`src/rtl/frame_addr_seq.sv`:
```
// frame_addr_seq: turns the camera pixel stream into framebuffer writes.
// Drives the ALU54 adder with (line base, column) and delays valid/data by the adder latency.
// Optional build macro FRAME_ADDR_CHECK_EN adds a shadow address check with a sticky addr_err output.
module frame_addr_seq #(
   parameter int unsigned H_ACTIVE    = 640,
   parameter int unsigned V_ACTIVE    = 480,
   parameter int unsigned LINE_STRIDE = 640,
   parameter int unsigned BASE_ADDR   = 0,
   parameter int unsigned DATA_W      = 16,
   parameter int unsigned ADDER_LAT   = 2
) (
   input  logic              clk,
   input  logic              reset,
   input  logic              frame_start,
   input  logic              pix_valid,
   input  logic [DATA_W-1:0] pix_data,
   output logic              add_ce,
   output logic              add_reset,
   output logic [20:0]       add_a,
   output logic [10:0]       add_b,
   input  logic [21:0]       add_sum,
   output logic              wr_valid,
   output logic [21:0]       wr_addr,
   output logic [DATA_W-1:0] wr_data,
   output logic              frame_done,
   output logic              busy
`ifdef FRAME_ADDR_CHECK_EN
   ,
   output logic              addr_err
`endif
);

   localparam int unsigned A_W = 21;
   localparam int unsigned C_W = 11;
   localparam int unsigned S_W = 22;
   localparam int unsigned R_W = (V_ACTIVE > 1) ? $clog2(V_ACTIVE) : 1;

   typedef enum logic [1:0] {S_IDLE, S_ACTIVE, S_DONE} state_t;

   state_t            state, state_n;
   logic [C_W-1:0]    col, col_n, ecol;
   logic [R_W-1:0]    row, row_n, erow;
   logic [A_W-1:0]    line_base, base_n, ebase;
   logic              accept;
   logic              last_px;

   logic [ADDER_LAT-1:0] vd;
   logic [ADDER_LAT-1:0] lastd;
   logic [DATA_W-1:0]    dd [ADDER_LAT];

   // Adder runs every cycle; it is only held in reset alongside this block.
   assign add_ce    = ~reset;
   assign add_reset = reset;

   // A frame_start restarts the counters in the same cycle, so its pixel is pixel 0.
   assign ecol  = frame_start ? '0 : col;
   assign erow  = frame_start ? '0 : row;
   assign ebase = frame_start ? A_W'(BASE_ADDR) : line_base;
   assign add_a = ebase;
   assign add_b = ecol;

   // Outputs come straight off the delay-line taps and the adder output register.
   assign wr_valid = vd[ADDER_LAT-1];
   assign wr_data  = dd[ADDER_LAT-1];
   assign wr_addr  = add_sum;

   // Next-state and counter update logic.
   always_comb begin
      state_n = state;
      col_n   = col;
      row_n   = row;
      base_n  = line_base;
      last_px = 1'b0;
      accept  = pix_valid & (frame_start | (state == S_ACTIVE));
      if (frame_start) begin
         state_n = S_ACTIVE;
         col_n   = '0;
         row_n   = '0;
         base_n  = A_W'(BASE_ADDR);
      end
      if (accept) begin
         if (ecol == C_W'(H_ACTIVE - 1)) begin
            col_n  = '0;
            base_n = ebase + A_W'(LINE_STRIDE);
            if (erow == R_W'(V_ACTIVE - 1)) begin
               row_n   = '0;
               state_n = S_DONE;
               last_px = 1'b1;
            end else begin
               row_n = erow + R_W'(1);
            end
         end else begin
            col_n = ecol + C_W'(1);
         end
      end
      // Leave DONE once the last pixel's marker reaches the output tap.
      if ((state == S_DONE) && !frame_start && lastd[ADDER_LAT-1]) begin
         state_n = S_IDLE;
      end
   end

   // State and counter registers.
   always_ff @(posedge clk) begin
      if (reset) begin
         state     <= S_IDLE;
         col       <= '0;
         row       <= '0;
         line_base <= A_W'(BASE_ADDR);
      end else begin
         state     <= state_n;
         col       <= col_n;
         row       <= row_n;
         line_base <= base_n;
      end
   end

   // Valid/data/last delay line matching the adder latency, plus done/busy flags.
   always_ff @(posedge clk) begin
      if (reset) begin
         vd         <= '0;
         lastd      <= '0;
         frame_done <= 1'b0;
         busy       <= 1'b0;
         for (int i = 0; i < int'(ADDER_LAT); i++) dd[i] <= '0;
      end else begin
         vd[0]    <= accept;
         lastd[0] <= last_px;
         dd[0]    <= pix_data;
         for (int i = 1; i < int'(ADDER_LAT); i++) begin
            vd[i]    <= vd[i-1];
            lastd[i] <= lastd[i-1];
            dd[i]    <= dd[i-1];
         end
         frame_done <= lastd[ADDER_LAT-1];
         busy       <= (state_n == S_ACTIVE) | accept | (|ADDER_LAT'(vd << 1));
      end
   end

`ifdef FRAME_ADDR_CHECK_EN
   logic [S_W-1:0] sh [ADDER_LAT];

   // Shadow address pipeline; any disagreement with the adder result latches addr_err.
   always_ff @(posedge clk) begin
      if (reset) begin
         addr_err <= 1'b0;
         for (int i = 0; i < int'(ADDER_LAT); i++) sh[i] <= '0;
      end else begin
         sh[0] <= S_W'(ebase) + S_W'(ecol);
         for (int i = 1; i < int'(ADDER_LAT); i++) sh[i] <= sh[i-1];
         addr_err <= addr_err | (vd[ADDER_LAT-1] & (sh[ADDER_LAT-1] != add_sum));
      end
   end
`endif

endmodule

```
`config.mk`:
```
export PLATFORM = sky130hd
export DESIGN_NAME = frame_addr_seq
export DESIGN_NICKNAME = d
export VERILOG_FILES = /design/src/rtl/frame_addr_seq.sv
export SDC_FILE = /design/constraint.sdc
export NUM_CORES = 1
export LEC_CHECK = 0
export CORE_ASPECT_RATIO = 0.75
export CORE_MARGIN = 2
export CORE_UTILIZATION = 45
export DETAILED_ROUTE_END_ITERATION = 12
export HOLD_SLACK_MARGIN = 0.06
export PLACE_DENSITY = 0.81
export REMOVE_ABC_BUFFERS = 1
export SLEW_MARGIN = 20
export SYNTH_ARGS = -nofsm -noshare
export SYNTH_HDL_FRONTEND = slang
export SYNTH_SLANG_ARGS = --single-unit
```
`constraint.sdc`:
```
create_clock -name clk -period 4.8 [get_ports clk]
set_input_delay 0.96 -clock clk [delete_from_list [all_inputs] [get_ports clk]]
set_output_delay 0.96 -clock clk [all_outputs]
set_load 0.02 [all_outputs]
```
## After elaboration in Yosys (flattened, before gate mapping)

Memories as Yosys holds them, arrays and structs flattened.
Index checks and enable logic that the tools add are counted.

- Memory bits (writable): 32
- Input bits: 42
- Output and inout bits: 75
- Memories: 1
- Flip-flop bits (word level): 49

Memories:

| memory | words | width | read ports | clocked after memory_dff | wr ports | line | source |
|---|---|---|---|---|---|---|---|
| dd | 2 | 16 | 2 | 0 | 2 | 49 | `logic [DATA_W-1:0] dd [ADDER_LAT];` |

- Eq/ne operators: 5
- Reductions and logical operators: 4
- Add/subtract/negate cells: 3
- Multiplexer cells: 21
- Bitwise gates (word level): 9

Operator list:

| cell | count |
|---|---|
| 21-bit two-way mux | 3 |
| 9-bit two-way mux | 4 |
| 11-bit two-way mux | 3 |
| 16-bit two-way mux | 2 |
| 21-bit by 10-bit adder with 21-bit output (second input constant) | 1 |
| 11-bit by 1-bit adder with 11-bit output (second input constant) | 1 |
| 11-bit by 10-bit equality test with 1-bit output (second input constant) | 1 |
| 2-bit two-way mux | 5 |
| 9-bit by 1-bit adder with 9-bit output (second input constant) | 1 |
| 9-bit equality test (second input constant) | 1 |
| 1-bit OR | 5 |
| 2-bit by 1-bit equality test with 1-bit output (second input constant) | 2 |
| 1-bit two-way mux | 4 |
| 1-bit inverter | 3 |
| 3-bit OR reduction | 1 |
| 2-bit equality test (second input constant) | 1 |
| 1-bit logical AND | 2 |
| 1-bit AND | 1 |
| 1-bit logical NOT | 1 |

## Depth between registers and ports, before layout

Gate-level depths: netlist of run 1.

- Depth in word-level cells: 9
- Gate-level depth with buffers: 10

## Worst setup path after synthesis of run 1

OpenSTA, ideal clock, no wires.

- Kind: input port to flip-flop
- Start: in frame_start
- End: reg line_base[14]
- Setup slack: 1.312 ns
- Path buffers: 3
- Arrival: 3.367 ns
- Setup time: 0.121 ns
- Cell stages on the path: 9
- Data required time: 4.679 ns
- Cell sequence: clkbuf_1 > clkbuf_1 > nor2b_1 > ha_1 > nand2_1 > a2111o_1 > clkbuf_1 > nor4_1 > mux2_2

- Cells in the longest elaborated chain, start to end: 4
- Elaborated cells between the ends (all ways): 8
- Classes of those cells: add/sub (1); eq/ne (1); mux (4); bitwise (2)

RTL lines:

| element | line | source |
|---|---|---|
| from (decl) | 14 | `input logic frame_start,` |
| 11-bit two-way mux | - |  |
| net add_b[0] | 20 | `output logic [10:0] add_b,` |
| 11-bit by 10-bit equality test with 1-bit output | 82 | `if (ecol == C_W'(H_ACTIVE - 1)) begin` |
| 21-bit two-way mux | 82 |  |
| 21-bit two-way mux | 81 | `if (accept) begin` |
| to (signal assigned) | 108 | `line_base <= A_W'(BASE_ADDR);` |
| to (signal assigned) | 113 | `line_base <= base_n;` |
| to (decl) | 43 | `logic [A_W-1:0] line_base, base_n, ebase;` |

The timed path passes the listed nets, and every way through them passes these cells.
A chain may end at the register's enable or synchronous reset.

## Final worst setup path of run 1

- Start: in frame_start
- End: out add_b[6]

- Cells in the longest elaborated chain, start to end: 1

RTL lines:

| element | line |
|---|---|
| 11-bit two-way mux | - |
| to (decl) | 20 |

No other way between the ends.

==> flow_metrics.py, run 1 <==
metrics = {
    "cts": {
        "cts_buffer_depth": 2,
        "clk_pin_slew_ns": 0.09,
        "holdBufCountCts": 0,
        "cts_tree": "yes",
        "cts_root_buf": "clkbuf_8",
        "clock_latency_ns": 0.36,
        "cts_resized": 0,
        "cts.sinks": 81,
        "htreeDepth": 3,
        "cts_buffers": 9,
        "post-cts-setup-buffers": 0,
    },
    "timing": {
        "grt_setup_unrepaired": "false",
        "clock.fmax_ghz": 0.2769,
        "finalSetupTns_ns": 0,
        "setup_viol": 0,
        "post-route-period-util": 0.7524,
        "drv_slew": 0,
        "worst_slew_pin_slew_ns": 0.7555,
        "fin_skew_ns": 0.01058,
        "max_slew_margin": 0.4833,
        "final-hold-violation-count": 0,
        "layout_min_cycle_time_ns": 3.612,
    },
    "place": {
        "dpl_cell_area_um2": 4165,
        "hpwl_mm": 5.683,
        "place_inst": 525,
        "place_congestion": 0.7982,
        "io_buffers": 72,
    },
    "cells_and_area": {
        "stdcell_count": 541,
        "stdcell_area_um2": 4350,
        "fin_nets": 476,
        "post_route_cells_drive_above_1_share": 0.08486,
        "diodes": 0,
        "syn2layout_area_growth_pct": 16.91,
    },
    "yosys": {
        "synth.ff_latch_count": 81,
        "yosysUniqueCellTypes": 50,
        "syn_area_per_cell_um2": 9.076,
        "synth_edf_count": 0,
        "synth_flop_cell": "dfxtp_1",
        "synth-async-reset-ratio": 0,
        "syn_area_um2": 3721,
        "yosys_warnings": 0,
        "synthCells": 410,
        "yosysSeqAreaShare": 0.4358,
    },
    "die": {
        "rows": 28,
        "die_h_um": 82.75,
        "io_pins": 117,
        "die-area_um2": 9020,
        "die_w_um": 109,
        "core_um2": 7953,
        "initial_core_util": 0.4679,
    },
    "route": {
        "drtIter0Drc": 187,
        "vias": 2903,
        "detail_route.first_pass.iterations": 5,
        "antenna_left": 0,
        "routed_wirelength_mm": 8.229,
        "drc": 0,
        "viasPerCell": 5.366,
        "routedWlPerCell_um": 15.21,
    },
    "min_path": {
        "hold_class": "reg2reg",
        "hp-start": "dd[0][12]",
    },
    "setup_path": {
        "crit_path_end_kind": "output pin",
        "arrival_ns": 2.65,
        "slowest_delay_ns": 0.60,
        "cp-startpoint": "frame_start",
        "critical_path.top_delay_family": "buffers and inverters",
        "critPathBufInv": 3,
        "cp_max_fo": 42,
        "cp_data_required_time_ns": 3.84,
        "cp-start-kind": "input pin",
        "reg2reg_from": "col[0]",
        "worstSetupPathType": "in2out",
        "worst_path_max_delay_cell": "clkdlybuf4s50_1",
        "worstPathCellList": "buf_2 > nand2b_1 > inv_1 > clkdlybuf4s50_1",
    },
    "status": {
        "status": "completed",
    },
    "job": {
        "drv_cap": 0,
    },
    "pwr": {
        "leakage_nw": 1.524,
        "finalPower_w": 0.001230,
        "p_per_area_nw_per_um2": 282.7,
        "ir_drop_mv": 0.1446,
    },
    "global_routing": {
        "grt_pass1_vias": 2670,
        "track_usage": 0.1877,
        "antenna_found_initial": 0,
        "grt_max_degree": 63,
        "grt_overflow": 0,
        "grt_pass1_wl_mm": 13.08,
    },
}
[placed cells by master, fill, tap and decap left out, types with 3 or more instances in the layout]
cell type,n
dfxtp_1,81
clkdlybuf4s50_1,70
nor2b_1,66
nor2_1,25
a21oi_1,17
nand2_1,14
and2_1,13
inv_1,10
nand3_1,9
nor4_1,9
nor3_1,9
o21ai_0,9
clkbuf_8,9
mux2_2,8
or3_1,7
nand4_1,6
nand4b_1,4
o211ai_1,4
nand3b_1,4
xnor2_1,4
nand2b_1,3
o31ai_1,3
or4_1,3
o41ai_1,3
and3_1,3
ha_1,3
[state kept, by name (all words and copies together), names as in the netlist]
register,cells
dd,32
line_base,21
col,11
row,9
lastd,2
state,2
vd,2
busy,1
frame_done,1
[layer usage]
layer	part of all wire	vias up	global-route usage	wire length, um
met1	0.49	1366	0.2632	3995
li1	-	1404	-	-
met5	0	-	0	0
met2	0.41	126	0.2665	3347
met3	0.099	7	0.07692	812
met4	0.0089	0	0.04487	73
[worst paths after layout]
path | to | slack (ns) | cells after the start
setup / recovery | add_b[6] | 1.19 | 4
setup reg to reg | line_base[20] | 2.36 | 6
hold reg to reg | dd[0][28] | 0.43 | 1
hold / removal | dd[0][28] | 0.43 | 1
[power breakdown]
part	internal, W	leakage (nW)	switching (W)
Combinational	0.0000388	0.777	0.0000458
Clock	0.000192	0.0862	0.000263
Sequential	0.000686	0.660	0.00000377
Total	0.000917	1.52	0.000313
[synthesized netlist by cell type (2+ instances only)]
library cell,number,area (um2)
and3_1,3,18.77
ha_1,3,37.54
nand2_1,14,52.55
nand4_1,6,37.54
xnor2_1,4,35.03
nor2b_1,66,412.9
nand3b_1,4,30.03
nor4_1,9,56.30
inv_1,10,37.54
a21oi_1,17,85.08
o31ai_1,3,22.52
xor2_1,2,17.52
and3b_1,2,17.52
o311ai_0,2,17.52
o2111ai_1,2,17.52
o41ai_1,3,26.28
dfxtp_1,81,1622
nor2_1,25,93.84
nor3_1,9,45.04
mux2_2,8,90.09
a31o_2,2,17.52
buf_4,46,345.3
nand2b_1,3,18.77
clkbuf_1,18,67.56
o211ai_1,4,30.03
or4_1,3,22.52
and2_1,13,81.33
nand4b_1,4,35.03
o21ai_0,9,45.04
or3_1,7,43.79
nand3_1,9,45.04
[area by class of cell]
cell class / instances / area [um2]
clock buffer: 9 / 123.9
clock inverter: 7 / 55.05
fill: 738 / 3602
inverter: 10 / 37.54
multi-input combinational: 255 / 1655
sequential: 81 / 1622
tap: 105 / 131.4
timing repair buffer: 74 / 725.7
[cells by family (layout without fill, tap and decap cells)]
kind of cell    Yosys count  in the layout  synth area share
simple gates            186            186            0.2939
flops                    81             81            0.4358
buf+inv                  74            100            0.1210
compound gates           51             51           0.09819
mux                       9              9           0.02690
xor+xnor                  6              6           0.01412
fa+ha+maj                 3              3           0.01009
[through the flow]
stage	hold WS, ns	util	setup slack, ns
after floorplan	0.4131	-	1.771
after global placement	0.4179	0.5238	1.220
after detailed placement	0.4218	0.5238	1.078
after CTS	0.4381	0.5463	1.204
after global routing	0.4600	0.5470	1.064
final	0.4332	0.5470	1.188
(Power assumes the default switching activity.)
==> run 2, diff against run 1 <==
Settings changed: CORE_UTILIZATION 45 to 42, PLACE_DENSITY 0.81 to 0.79.
Clock period 4.8 ns to 3 ns, I/O delays scaled along.
==> run 2 against run 1 <==
Compared with the run above:
- worst setup slack got worse by 0.88 ns
- clock power rose to 2.6 times the previous value
- non-clock buffer count grew 16
- clock skew fell by 0.0044 ns
- largest power group is now the clock network
- count of clock-buffer cells in the layout unchanged
- combinational power grew 68%
- final cell count up 3.5%
==> flow_metrics.py, run 2 (synthesis results as in run 1) <==
metrics = {
    "setup_path": {
        "cp-start-kind": "input pin",
        "cp_max_fo": 31,
        "cp_data_required_time_ns": 2.40,
        "reg2reg_from": "col[1]",
        "cp-startpoint": "frame_start",
        "worstSetupPathType": "in2out",
        "crit_path_end_kind": "output pin",
        "arrival_ns": 2.10,
    },
    "die": {
        "io_pins": 117,
        "rows": 29,
        "die_w_um": 112.7,
        "core_um2": 8527,
        "die_h_um": 85.52,
        "die-area_um2": 9636,
        "initial_core_util": 0.4364,
    },
    "global_routing": {
        "grt_overflow": 0,
        "track_usage": 0.1832,
        "grt_max_degree": 37,
        "antenna_found_initial": 0,
        "grt_pass1_vias": 2827,
        "grt_pass1_wl_mm": 14.22,
    },
    "timing": {
        "finalSetupTns_ns": 0,
        "fin_skew_ns": 0.006142,
        "grt_setup_unrepaired": "false",
        "max_slew_margin": 0.6138,
        "post-route-period-util": 0.8988,
        "setup_viol": 0,
        "drv_slew": 0,
        "final-hold-violation-count": 0,
        "layout_min_cycle_time_ns": 2.696,
        "clock.fmax_ghz": 0.3709,
        "worst_slew_pin_slew_ns": 0.5648,
    },
    "pwr": {
        "comb_power_share": 0.058,
        "leakage_nw": 1.676,
        "switchingPower_w": 0.0005344,
        "p_sw_frac": 0.2191,
        "p_per_area_nw_per_um2": 528.1,
        "ir_drop_mv": 0.3045,
        "clkPwrFrac": 0.488,
        "p_int_w": 0.001905,
        "seq_power_share": 0.454,
    },
    "cells_and_area": {
        "fin_nets": 492,
        "syn2layout_area_growth_pct": 24.11,
        "final_cell_mix": "dfxtp_1 (81), clkdlybuf4s50_1 (70), nor2b_1 (66)",
        "nFillCells": 766,
        "reg_top3": "dd (32), line_base (21), col (11)",
        "largest_reg_flops": 32,
        "diodes": 0,
        "regMostFlops": "dd",
        "layout_commonest_cell": "dfxtp_1",
        "post-route-util": 0.5416,
        "post_route_cells_drive_above_1_share": 0.1150,
    },
    "cts": {
        "clk_pin_slew_ns": 0.06,
        "cts_root_buf": "clkbuf_16",
        "holdBufCountCts": 0,
        "cts_resized": 0,
        "cts_tree": "yes",
        "clock_latency_ns": 0.33,
        "htreeDepth": 3,
        "post-cts-setup-buffers": 0,
        "cts.sinks": 81,
        "cts_buffers": 9,
        "cts_buffer_depth": 2,
    },
    "status": {
        "status": "completed",
    },
    "route": {
        "drc": 0,
        "drtIter0Drc": 194,
        "routedWlPerCell_um": 15.55,
        "viasPerCell": 5.277,
        "antenna_left": 0,
        "routed_wirelength_mm": 8.707,
        "detail_route.first_pass.iterations": 4,
        "vias": 2955,
    },
    "job": {
        "drv_cap": 0,
    },
    "place": {
        "place_congestion": 0.8381,
        "hpwl_mm": 6.212,
        "io_buffers": 72,
    },
    "min_path": {
        "hold_class": "reg2reg",
        "hp-start": "dd[0][1]",
    },
}
[run 2: power by group through the flow]
stage	Clock, W	Combinational, W	Sequential [W]
after global routing	0.00127	0.000154	0.00111
final	0.00119	0.000142	0.00111
after global placement	0	0.000141	0.00113
after floorplan	0	0.0000390	0.00114
after detailed placement	0	0.000142	0.00113
after CTS	0.00121	0.000143	0.00111
[run 2: worst paths after layout]
kind                                       to  slack [ns]  cells past startpoint
worst min-delay path                dd[0][17]        0.43                      1
worst max register to register  line_base[20]        0.72                      6
worst min register to register      dd[0][17]        0.43                      1
worst max-delay path                add_a[17]        0.30                      4
[run 2: worst max-delay path: stages]
cell and delay, ns:
buf_2 0.24, buf_4 0.30, nor2b_1 0.27, clkdlybuf4s50_1 0.67
[run 2: routing by layer]
metal / up-vias / wire length (um) / track usage
met5: - / 0 / 0.01538
met4: 0 / 85 / 0.05765
met3: 9 / 690 / 0.07138
met2: 99 / 3601 / 0.2499
met1: 1401 / 4329 / 0.2636
li1: 1446 / - / -
[run 2: area by class of cell]
type                       count  area (um2)  share of cell area
multi-input combinational    255        1649              0.3571
clock buffer                   9       225.2             0.04877
sequential                    81        1622              0.3511
timing repair buffer          90       845.8              0.1831
tap                          108       135.1             0.02926
clock inverter                 7       103.9             0.02249
inverter                      10       37.54            0.008128
[run 2: through the flow]
step | instance area [um2] | total power [W] | setup slack, ns | hold WS, ns | instances
after floorplan | 3308 | 0.001181 | 0.3312 | 0.4131 | 346
after CTS | 4618 | 0.002463 | 0.2960 | 0.4375 | 560
final | 4618 | 0.002439 | 0.3036 | 0.4335 | 560
after detailed placement | 4289 | 0.001273 | 0.1727 | 0.4248 | 544
after global placement | 4289 | 0.001270 | 0.2957 | 0.4162 | 544
after global routing | 4618 | 0.002530 | 0.1986 | 0.4533 | 560
==> run 3, diff against run 2 <==
--- a/config.mk
+++ b/config.mk
@@ -9,6 +9,7 @@
 export CORE_MARGIN = 2
-export CORE_UTILIZATION = 42
+export CORE_UTILIZATION = 45
 export DETAILED_ROUTE_END_ITERATION = 12
+export GPL_TIMING_DRIVEN = 0
 export HOLD_SLACK_MARGIN = 0.06
-export PLACE_DENSITY = 0.79
+export PLACE_DENSITY = 0.81
 export REMOVE_ABC_BUFFERS = 1
==> constraint.sdc (replaced) <==
create_clock -name clk -period 2.9 [get_ports clk]
set_input_delay 0.58 -clock clk [delete_from_list [all_inputs] [get_ports clk]]
set_output_delay 0.58 -clock clk [all_outputs]
set_load 0.1 [all_outputs]
==> run 3 against run 2 <==
Compared with the run above:
- count of clock-buffer cells in the layout up 2
- critical path depth down 1
- sequential power about the same
- sequential cell count unchanged
- first-iteration DRC count down 35%
- routed wire length down 8.0%
- final area down 4.0%
- register-to-register slack worse by 0.29 ns
- hold slack better by 0.0024 ns
- final cell count down 3.4%
- non-clock buffer count down 16
- global-route usage up 0.26 points
- critical path type unchanged
==> flow_metrics.py, run 3 (synthesis results as in run 1) <==
metrics = {
    "timing": {
        "max_slew_margin": 0.3276,
        "setup_ws_ns": 0.06303,
        "post-route-period-util": 0.9783,
        "fin_skew_ns": 0.007768,
        "clock.fmax_ghz": 0.3525,
        "final-hold-violation-count": 0,
        "grt_setup_unrepaired": "false",
        "setup_viol": 0,
        "drv_slew": 0,
        "worst_slew_pin_slew_ns": 1.013,
        "layout_min_cycle_time_ns": 2.837,
        "finalSetupTns_ns": 0,
    },
    "cells_and_area": {
        "layout_commonest_cell": "dfxtp_1",
        "syn2layout_area_growth_pct": 19.20,
        "regMostFlops": "dd",
        "stdcell_area_um2": 4436,
        "reg_top3": "dd (32), line_base (21), col (11)",
        "nFillCells": 702,
        "stdcell_count": 541,
        "final_cell_mix": "dfxtp_1 (81), nor2b_1 (66), clkdlybuf4s50_1 (45)",
        "fin_nets": 476,
        "largest_reg_flops": 32,
        "post-route-util": 0.5577,
        "diodes": 0,
        "post_route_cells_drive_above_1_share": 0.08945,
    },
    "setup_path": {
        "cp-start-kind": "input pin",
        "worstPathCellList": "buf_2 > nor2b_1 > clkdlybuf4s50_1",
        "cp_data_required_time_ns": 2.32,
        "arrival_ns": 2.26,
        "slowest_delay_ns": 1.19,
        "worstSetupPathType": "in2out",
        "cp_max_fo": 18,
        "worst_path_max_delay_cell": "clkdlybuf4s50_1",
        "crit_path_end_kind": "output pin",
        "critPathBufInv": 2,
        "critical_path.top_delay_family": "buffers and inverters",
    },
    "place": {
        "place_inst": 525,
        "pre_cts_ws_ns": -0.3480,
        "io_buffers": 72,
        "dpl_cell_area_um2": 4190,
        "place_congestion": 0.8111,
        "hpwl_mm": 5.589,
    },
    "global_routing": {
        "grt_pass1_wl_mm": 12.74,
        "track_usage": 0.1859,
        "grt_pass1_vias": 2586,
        "grt_max_degree": 45,
        "grt_overflow": 0,
        "antenna_found_initial": 0,
    },
    "cts": {
        "cts_root_buf": "clkbuf_8",
        "htreeDepth": 3,
        "holdBufCountCts": 0,
        "clock_latency_ns": 0.36,
        "clk_pin_slew_ns": 0.08,
        "cts.sinks": 81,
        "cts_buffers": 9,
        "cts_tree": "yes",
        "post-cts-setup-buffers": 0,
        "cts_buffer_depth": 2,
    },
    "route": {
        "drtIter0Drc": 126,
        "routedWlPerCell_um": 14.81,
        "viasPerCell": 5.248,
        "routed_wirelength_mm": 8.014,
        "vias": 2839,
        "antenna_left": 0,
        "detail_route.first_pass.iterations": 4,
        "drc": 0,
    },
    "die": {
        "io_pins": 117,
        "initial_core_util": 0.4679,
        "rows": 28,
        "die_w_um": 109,
        "core_um2": 7953,
        "die_h_um": 82.75,
        "die-area_um2": 9020,
    },
    "pwr": {
        "p_per_area_nw_per_um2": 529.9,
        "leakage_nw": 1.733,
        "ir_drop_mv": 0.3374,
    },
    "status": {
        "status": "completed",
    },
    "job": {
        "drv_cap": 0,
    },
    "min_path": {
        "hold_class": "reg2reg",
    },
}
==> run 3: changes by cell type in the layout (fill, tap and decap cells not counted), sizes merged, moves of 3 or more <==
cell	before	now
dlymetal6s2s	0	5
clkdlybuf4s15	0	3
clkinv	4	1
dlygate4sd2	0	17
buf	20	4
clkdlybuf4s50	70	45
==> run 3: power breakdown <==
group / total [W] / switching (W) / internal, W
registers: 0.00114 / 0.00000636 / 0.00114
logic: 0.000219 / 0.000152 / 0.0000670
clock network: 0.000988 / 0.000395 / 0.000594
==> run 3: path summary, 6_finish.rpt <==
kind | from | depth (start not counted) | slack (ns) | end
worst min register to register | lastd[1] | 2 | 0.44 | frame_done
worst max register to register | col[1] | 6 | 0.43 | line_base[20]
worst min-delay path | lastd[1] | 2 | 0.44 | frame_done
worst max-delay path | frame_start | 3 | 0.06 | add_b[1]
==> run 3: worst register-to-register path: cells and delay by family (launching register included) <==
kind                       cells  cell delay (ns)
and+or+nand+nor                3             0.84
AOI/OAI and AO/OA              1             0.56
muxes                          1             0.37
DFF                            1             0.34
adders and majority gates      1             0.25
==> run 3: repair_timing <==
action,in CTS,in global routing
gates resized for setup,26,5
endpoints found under the setup margin,20,5
endpoints found under the hold margin,0,0
==> run 3: area by class of cell <==
| cell class | count | area (um2) | share of cell area |
|---|---|---|---|
| multi-input combinational | 255 | 1655 | 0.3732 |
| sequential | 81 | 1622 | 0.3656 |
| timing repair buffer | 74 | 745.7 | 0.1681 |
| clock buffer | 11 | 141.4 | 0.03188 |
| tap | 105 | 131.4 | 0.02962 |
| clock inverter | 5 | 102.6 | 0.02313 |
| inverter | 10 | 37.54 | 0.008463 |
==> run 3: metal layers <==
layer  share of wire  up-vias  wire, um  GRT usage
met3           0.093       11       745    0.08085
met5               0        -         0          0
met2            0.41      108      3285     0.2696
met4           0.011        0        89    0.06154
li1                -     1405         -          -
met1            0.49     1315      3894     0.2470
==> run 3: metrics by stage <==
step,hold WS (ns),power [W]
floorplan,0.4131,0.001294
global placement,0.4171,0.001384
detailed placement,0.4204,0.001389
CTS,0.4412,0.002383
global route,0.4517,0.002435
finish,0.4358,0.002350
